### src/rtl/multiple_fp32.sv
// binary32 multiplier, one registered stage, flush-to-zero on input and output.
// Define MULTIPLE_RNE_EN for round-to-nearest-even; default truncates.
module multiple_fp32 (
   input  logic        clk,
   input  logic        n_rst,
   input  logic        mul_start,
   input  logic [31:0] op1,
   input  logic [31:0] op2,
   output logic [31:0] mul_result,
   output logic        mul_done,
   output logic        mul_overflow
);

   logic               s1, s2, sign;
   logic [7:0]         e1, e2;
   logic [22:0]        f1, f2;
   logic               nan1, nan2, inf1, inf2, zero1, zero2;
   logic [47:0]        prod, norm;
   logic signed [9:0]  exp_raw, exp_n, exp_fin;
   logic [22:0]        frac_fin;
   logic [31:0]        next_result;
   logic               next_ovf;

   assign s1    = op1[31];
   assign s2    = op2[31];
   assign e1    = op1[30:23];
   assign e2    = op2[30:23];
   assign f1    = op1[22:0];
   assign f2    = op2[22:0];
   assign sign  = s1 ^ s2;
   assign nan1  = (e1 == 8'hFF) && (f1 != 23'd0);
   assign nan2  = (e2 == 8'hFF) && (f2 != 23'd0);
   assign inf1  = (e1 == 8'hFF) && (f1 == 23'd0);
   assign inf2  = (e2 == 8'hFF) && (f2 == 23'd0);
   assign zero1 = (e1 == 8'h00);
   assign zero2 = (e2 == 8'h00);

   always_comb begin
      prod    = {24'd0, 1'b1, f1} * {24'd0, 1'b1, f2};
      exp_raw = $signed({2'b00, e1}) + $signed({2'b00, e2}) - 10'sd127;
      if (prod[47]) begin
         norm  = prod;
         exp_n = exp_raw + 10'sd1;
      end else begin
         norm  = {prod[46:0], 1'b0};
         exp_n = exp_raw;
      end
   end

`ifdef MULTIPLE_RNE_EN
   logic        guard, rnd, sticky, rnd_up;
   logic [24:0] mant_r;

   always_comb begin
      guard   = norm[23];
      rnd     = norm[22];
      sticky  = |norm[21:0];
      rnd_up  = guard & (rnd | sticky | norm[24]);
      mant_r  = {1'b0, norm[47:24]} + {24'd0, rnd_up};
      // carry out of 1.111..1 leaves 10.000..0: renormalise
      if (mant_r[24]) begin
         frac_fin = mant_r[23:1];
         exp_fin  = exp_n + 10'sd1;
      end else begin
         frac_fin = mant_r[22:0];
         exp_fin  = exp_n;
      end
   end
`else
   logic unused_lo;

   assign unused_lo = ^{norm[47], norm[23:0]};

   always_comb begin
      frac_fin = norm[46:24];
      exp_fin  = exp_n;
   end
`endif

   always_comb begin
      next_result = 32'd0;
      next_ovf    = 1'b0;
      if (nan1 || nan2) begin
         next_result = 32'h7FC0_0000;
      end else if ((inf1 && zero2) || (inf2 && zero1)) begin
         next_result = 32'h7FC0_0000;
      end else if (inf1 || inf2) begin
         next_result = {sign, 8'hFF, 23'd0};
      end else if (zero1 || zero2) begin
         next_result = {sign, 31'd0};
      end else if (exp_fin >= 10'sd255) begin
         next_result = {sign, 8'hFF, 23'd0};
         next_ovf    = 1'b1;
      end else if (exp_fin <= 10'sd0) begin
         next_result = {sign, 31'd0};
      end else begin
         next_result = {sign, exp_fin[7:0], frac_fin};
      end
   end

   always_ff @(posedge clk) begin
      if (n_rst) begin
         mul_result   <= 32'd0;
         mul_done     <= 1'b0;
         mul_overflow <= 1'b0;
      end else begin
         mul_result   <= next_result;
         mul_done     <= (mul_start === 1'b1);
         mul_overflow <= next_ovf;
      end
   end

endmodule

### config.mk
export PLATFORM = sky130hd
export DESIGN_NAME = multiple_fp32
export DESIGN_NICKNAME = d
export VERILOG_FILES = /design/src/rtl/multiple_fp32.sv
export SDC_FILE = /design/constraint.sdc
export NUM_CORES = 1
export LEC_CHECK = 0
export CORE_ASPECT_RATIO = 1.1
export CORE_UTILIZATION = 55
export CTS_CLUSTER_DIAMETER = 40
export CTS_CLUSTER_SIZE = 40
export DETAILED_ROUTE_END_ITERATION = 12
export PLACE_DENSITY = 0.74
export REMOVE_ABC_BUFFERS = 1
export SLEW_MARGIN = 10
export SYNTH_ARGS = -nofsm -noshare
export SYNTH_HDL_FRONTEND = slang
export SYNTH_SLANG_ARGS = --single-unit
### constraint.sdc
create_clock -name clk -period 20.2 [get_ports clk]
set_input_delay 2.02 -clock clk [delete_from_list [all_inputs] [get_ports clk]]
set_output_delay 2.02 -clock clk [all_outputs]
set_load 0.005 [all_outputs]
# Yosys cells after proc, flatten, opt, wreduce, memory -nomap -nowiden

Index checks and enable logic that the tools add are counted.

$add $sub $neg: 3
Multiply operators: 1
Mux-type cells: 9
Reductions and logical operators: 19
$lt $le $gt $ge: 2
Bitwise operators: 1
Equality and inequality tests: 3

Operators by type and width:

| operator              | count |
|---|---|
| $mux 31               | 6 |
| $mul 24x24->48        | 1 |
| $mux 47               | 1 |
| $logic_not 23->1      | 2 |
| $reduce_bool 23->1    | 2 |
| $eq 8x8->1 const B    | 2 |
| $logic_not 8->1       | 2 |
| $add 10x2->10 const B | 1 |
| $ge 10x9->1 const B   | 1 |
| $le 10x1->1 const B   | 1 |
| $mux 10               | 1 |
| $sub 9x7->10 const B  | 1 |
| $add 8x8->9           | 1 |
| $reduce_or 7->1       | 1 |
| $logic_and 1x1->1     | 6 |
| $reduce_or 5->1       | 1 |
| $logic_or 1x1->1      | 4 |
| $reduce_or 3->1       | 1 |
| $eqx 1x1->1 const B   | 1 |
| $mux 1                | 1 |
| $xor 1x1->1           | 1 |

Logic and storage cells: 43
Bits of input ports: 67
Bits in registers: 34
Output and inout bits: 34

# Depth between registers and ports, before layout

Gate-level depths: netlist of the first run.

Depth in word-level cells: 11
Gate-level depth with buffers: 31
Depth with buffers taken out: 27

# Worst setup path before layout of the first run

No wires, ideal clock.

Path type: input-to-reg
From: input port op2[3]
To: register mul_result[0]
Data required time: 20.085 ns
Path buffers: 2
Arrival: 8.776 ns
Stages on the path: 29
Slack: 11.309 ns
Setup time: 0.115 ns
Cells stage by stage: clkbuf_1 nand2_1 fa_1 inv_1 fa_1 inv_1 fa_1 inv_1 fa_1 inv_1 fa_1 inv_1 fa_1 inv_1 fa_1 inv_1 ha_1 nand4_1 a2111oi_1 a41oi_1 a21oi_2 or4_4 nand2_2 a211oi_1 a41oi_2 o41a_1 nand4_2 buf_6 a21oi_2

Longest elaborated chain between the ends: 5
Elaborated cells on any way between the ends: 14
Those cells by class: mul: 1; order compare: 2; mux: 2; reduce/logical: 9

RTL lines:

| what                                                   | line | text |
|---|---|---|
| start: declaration                                     | 8    | `input logic [31:0] op2,` |
| branches (longest 5 deep; another with $mul 24x24->48) | -    |  |
| end signal: assignment                                 | 107  | `mul_result <= next_result;` |
| end: declaration                                       | 9    | `output logic [31:0] mul_result,` |

Several ways; the timed one is not identified.
A chain may end at the register's enable or synchronous reset.

# Worst setup path after layout of the first run

From: input port op2[7]
To: register mul_result[8]

Same word-level chain as after synthesis.

==> flow_metrics.env, run 1 <==
export IMPL_status="complete, no violations"
export IMPL_critical_path_top_delay_family="adder cells"
export IMPL_cp_start_kind="input pin"
export IMPL_vias=16137
export IMPL_drtAntennaViolNets=0
export IMPL_slew_viol_final=0
export IMPL_firstDrtPassIters=5
export IMPL_initial_core_util_pct=55.8
export IMPL_grt_max_degree=33
export IMPL_fin_nets=3156
export IMPL_min_from="mul_start"
export IMPL_seq_area_frac_synth_pct=3.30
export IMPL_tns_ns=0
export IMPL_worst_path_most_repeated_cell="fa_1"
export IMPL_hold_end="mul_done"
export IMPL_synthArstFlopShare_pct=0
export IMPL_antenna_found_initial=0
export IMPL_rsz0062_at_grt="false"
export IMPL_syn_area_um2=20700
export IMPL_die_w_um=187
export IMPL_slowest_delay_ns=1.01
export IMPL_synth_flop_cell="dfxtp_1"
export IMPL_worst_pin_slew_ns=1.31
export IMPL_wl_per_cell_um=19.4
export IMPL_cp_required_ns=20.37
export IMPL_wirelength_um=56600
export IMPL_cts_num_sinks=34
export IMPL_place_hpwl_um=44400
export IMPL_cp_arrival_ns=11.64
export IMPL_synth_top_cell_area_share_pct=46.7
export IMPL_critPathCaptureType="flip-flop"
export IMPL_rows=74
export IMPL_max_cap_violations=0
export IMPL_relSlewSlack_pct=12.7
export IMPL_yosysMostFrequentCell="inv_1"
export IMPL_grt_use_total_pct=31.1
export IMPL_synth_edff_count=0
export IMPL_slowest_stage="clkdlybuf4s50_1"
export IMPL_post_drt_via_cell_ratio=5.53
export IMPL_hold_path_depth=2
export IMPL_grt_pass1_vias=17486
export IMPL_routabilityCongestion=0.946
export IMPL_max_freq_mhz=87.2
export IMPL_setup_viol=0
export IMPL_cts_tree="yes"
export IMPL_ys_seq_elements=34
export IMPL_ctsResizeCount=0
export IMPL_ys_types=73
export IMPL_syn2layout_area_growth_pct=7.97
export IMPL_post_cts_buffers=0
export IMPL_dieArea_um2=38300
export IMPL_yosysTopAreaCell="fa_1"
export IMPL_critPathBufInv=7
export IMPL_clkSlewWorstSetupHoldPaths_ns=0.06
export IMPL_hold_path_class="input pin to flip-flop"
export IMPL_clockRootBuffer="clkbuf_16"
export IMPL_drc=0
export IMPL_fp_dieH_um=205
export IMPL_yosys_top_cells_count="577 x inv_1, 482 x fa_1, 382 x nand2_1"
export IMPL_cp_max_fo=27
export IMPL_finalHoldViolCount=0
export IMPL_cts_buffers=5
export IMPL_cts_hold_buf=0
export IMPL_ctsLongestPathBuffers=2
export IMPL_numPortBuffers=100
export IMPL_grt_overflow_total=0
export IMPL_synth_area_per_cell_um2=8.69
export IMPL_drive_gt1_share_pct=3.80
export IMPL_yosys_warnings=0
export IMPL_htreeDepth=2
export IMPL_core_area_um2=37000
export IMPL_num_io_pins=101
export IMPL_grt_pass1_wl_um=92600
export IMPL_fillers=3189
export IMPL_synth_cells=2378
export IMPL_post_route_period_util_pct=56.8
export IMPL_synthTopCellsByArea="fa_1 47%, ha_1 11%, inv_1 10%"
export IMPL_drt_iter0_markers=1220
export IMPL_period_needed_ns=11.47
export IMPL_timing_worst_setup_path_type="input pin to flip-flop"
-- area by class of cell --
type | instances | area (um^2) | share of cell area [%]
multi-input combinational | 1662 | 17400 | 77.9
inverter | 579 | 2170 | 9.75
timing repair buffer | 140 | 1300 | 5.83
sequential | 34 | 681 | 3.05
tap | 494 | 618 | 2.77
clock buffer | 6 | 139 | 0.623
clock inverter | 2 | 12.5 | 0.0561
antenna | 1 | 2.50 | 0.0112
-- metrics by stage --
step	setup slack, ns	cells	util (%)	hold WS [ns]	instance area [um^2]
finish	8.73	2918	60.2	2.30	22300
global route	8.23	2917	60.2	2.34	22300
CTS	8.79	2917	60.2	2.30	22300
detailed placement	8.59	2909	59.8	2.59	22100
global placement	8.78	2909	59.8	2.58	22100
floorplan	10.68	2275	-	2.09	20200
-- logic make-up after synthesis --
family	count (synthesis)	synth area share, %
adder cells (fa/ha/maj)	667	57.9
AND/OR/NAND/NOR	760	17.7
AO/OA/AOI/OAI	189	6.40
XOR/XNOR	46	2.04
buffers and inverters	682	12.6
flip-flops	34	3.30
-- how the worst max path moves through the flow --
stage	startpoint	endpoint	slack, ns	depth (start not counted)
after detailed placement	op2[5]	mul_result[8]	8.59	28
after global placement	op2[5]	mul_result[8]	8.78	28
after CTS	op2[5]	mul_result[8]	8.79	28
after floorplan	op2[8]	mul_result[8]	10.68	27
final	op2[7]	mul_result[8]	8.73	27
after global routing	op2[7]	mul_result[8]	8.23	27
-- registers in the layout, indices dropped and copies added, names as in the netlist --
signal and count:
mul_done 1, mul_result 32, mul_overflow 1
-- layout by cell type (no fill, tap or decap), drive strengths merged, types with 5 or more instances in the layout --
cell type      Yosys  layout
a211oi             6       6
a21o              16      16
a21oi             81      81
and2             220     220
and3               7       7
buf                9      40
clkbuf            94       6
clkdlybuf4s50      0     100
dfxtp             34      34
fa               482     482
ha               185     185
inv              577     577
nand2            383     383
nand2b             6       6
nand3             10      10
nand4             16      16
nor2              65      65
nor2b              8       8
nor3              12      12
nor4              17      17
o211ai             5       5
o21ai             31      31
o21bai             5       5
xnor2             29      29
xor2              17      17
-- routing by layer --
metal / wire length [um] / GRT usage [%] / vias to the layer above
met5: 0 / 0 / -
met4: 1530 / 8.58 / 0
met2: 29100 / 56.2 / 710
met1: 21700 / 39.1 / 8191
li1: - / - / 7127
met3: 4340 / 4.33 / 109
Power of run 1 is left out: the tool's default activity adds up to more than one toggle a clock period on the data nets, which glitch-free logic cannot reach.
==> run 2: changes to the inputs <==
Clock period 20.2 ns to 11 ns, I/O delays scaled along.
==> run 2 against run 1 <==
Utilization rose by 0.27 points. Final area rose by 0.44%. Global-route usage grew 0.29 points. Critical path depth did not move. Routed wire length up 0.53%. Sequential share of layout area barely moved.
==> flow_metrics.env, run 2 (synthesis results as in run 1) <==
export IMPL_setup_viol=0
export IMPL_place_hpwl_um=47600
export IMPL_fin_nets=3167
export IMPL_largest_reg_flops=32
export IMPL_slew_viol_final=0
export IMPL_grt_use_total_pct=31.4
export IMPL_timing_worst_setup_path_type="input pin to flip-flop"
export IMPL_htreeDepth=2
export IMPL_final_cell_mix="577 x inv_1, 482 x fa_1, 382 x nand2_1, 220 x and2_1, 185 x ha_1"
export IMPL_drive_gt1_share_pct=4.23
export IMPL_rows=74
export IMPL_post_route_period_util_pct=88.5
export IMPL_cts_tree="yes"
export IMPL_finalHoldViolCount=0
export IMPL_hold_path_class="input pin to flip-flop"
export IMPL_tns_ns=0
export IMPL_drtAntennaViolNets=0
export IMPL_rsz0062_at_grt="false"
export IMPL_fillers=3248
export IMPL_post_cts_buffers=0
export IMPL_numPortBuffers=100
export IMPL_core_area_um2=37000
export IMPL_layout_commonest_cell="inv_1"
export IMPL_wirelength_um=56900
export IMPL_worst_path_most_repeated_cell="fa_1"
export IMPL_period_needed_ns=9.74
export IMPL_die_w_um=187
export IMPL_clkSlewWorstSetupHoldPaths_ns=0.06
export IMPL_clockRootBuffer="clkbuf_16"
export IMPL_grt_pass1_wl_um=93400
export IMPL_drc=0
export IMPL_syn2layout_area_growth_pct=8.44
export IMPL_cp_max_fo=28
export IMPL_max_freq_mhz=103
export IMPL_num_io_pins=101
export IMPL_post_drt_via_cell_ratio=5.50
export IMPL_ctsResizeCount=0
export IMPL_cp_start_kind="input pin"
export IMPL_cp_arrival_ns=9.94
export IMPL_cp_required_ns=11.20
export IMPL_grt_overflow_total=0
export IMPL_wl_per_cell_um=19.4
export IMPL_cts_buffers=5
export IMPL_critPathCaptureType="flip-flop"
export IMPL_slowest_stage="clkdlybuf4s50_1"
export IMPL_cts_hold_buf=0
export IMPL_drt_iter0_markers=935
export IMPL_firstDrtPassIters=5
export IMPL_vias=16117
export IMPL_max_cap_violations=0
export IMPL_dieArea_um2=38300
export IMPL_antenna_found_initial=0
export IMPL_initial_core_util_pct=55.8
export IMPL_ctsLongestPathBuffers=2
export IMPL_grt_pass1_vias=17924
export IMPL_fp_dieH_um=205
export IMPL_worst_pin_slew_ns=1.23
export IMPL_status="complete, no violations"
export IMPL_routabilityCongestion=0.953
export IMPL_grt_max_degree=29
export IMPL_cts_num_sinks=34
export IMPL_regMostFlops="mul_result"
export IMPL_antennaDiodeCount=0
export IMPL_relSlewSlack_pct=17.4
export IMPL_slowest_delay_ns=1.01
export IMPL_top_regs="mul_result: 32 flops, mul_done: 1 flops, mul_overflow: 1 flops"
==> run 2: cell type report <==
cell class	count	area, um^2	share of cell area, %
clock buffer	5	125	0.559
clock inverter	3	45.0	0.201
inverter	579	2170	9.70
multi-input combinational	1662	17400	77.6
sequential	34	681	3.04
tap	494	618	2.76
timing repair buffer	151	1380	6.18
==> run 2: layer usage <==
| metal | track usage, % | up-vias | routed length, um |
|---|---|---|---|
| met3 | 3.39 | 156 | 3080 |
| li1 | - | 7146 | - |
| met1 | 38.2 | 8247 | 22100 |
| met5 | 0 | - | 0 |
| met4 | 14.4 | 0 | 2910 |
| met2 | 56.3 | 568 | 28900 |
==> run 2: worst max-delay path, delay by kind of cell <==
kind                       cells  cell delay (ns)
AOI/OAI and AO/OA              7             1.71
and+or+nand+nor                5             1.37
adders and majority gates      8             3.83
buffers and inverters          7             1.90
==> run 2: through the flow <==
step	setup slack (ns)	hold slack, ns	util [%]	cells	cell area, um^2
after floorplan	2.40	1.17	-	2275	20200
after global placement	1.27	1.66	60.0	2920	22200
after detailed placement	1.09	1.67	60.0	2920	22200
after CTS	1.34	1.38	60.5	2928	22400
after global routing	0.830	1.40	60.5	2928	22400
final	1.26	1.39	60.5	2928	22400
==> run 2: worst paths after layout <==
kind	cells after the start	start	slack [ns]	to
min	2	mul_start	1.39	mul_done
max	27	op2[13]	1.26	mul_result[7]
Power of run 2 is left out for the same reason.
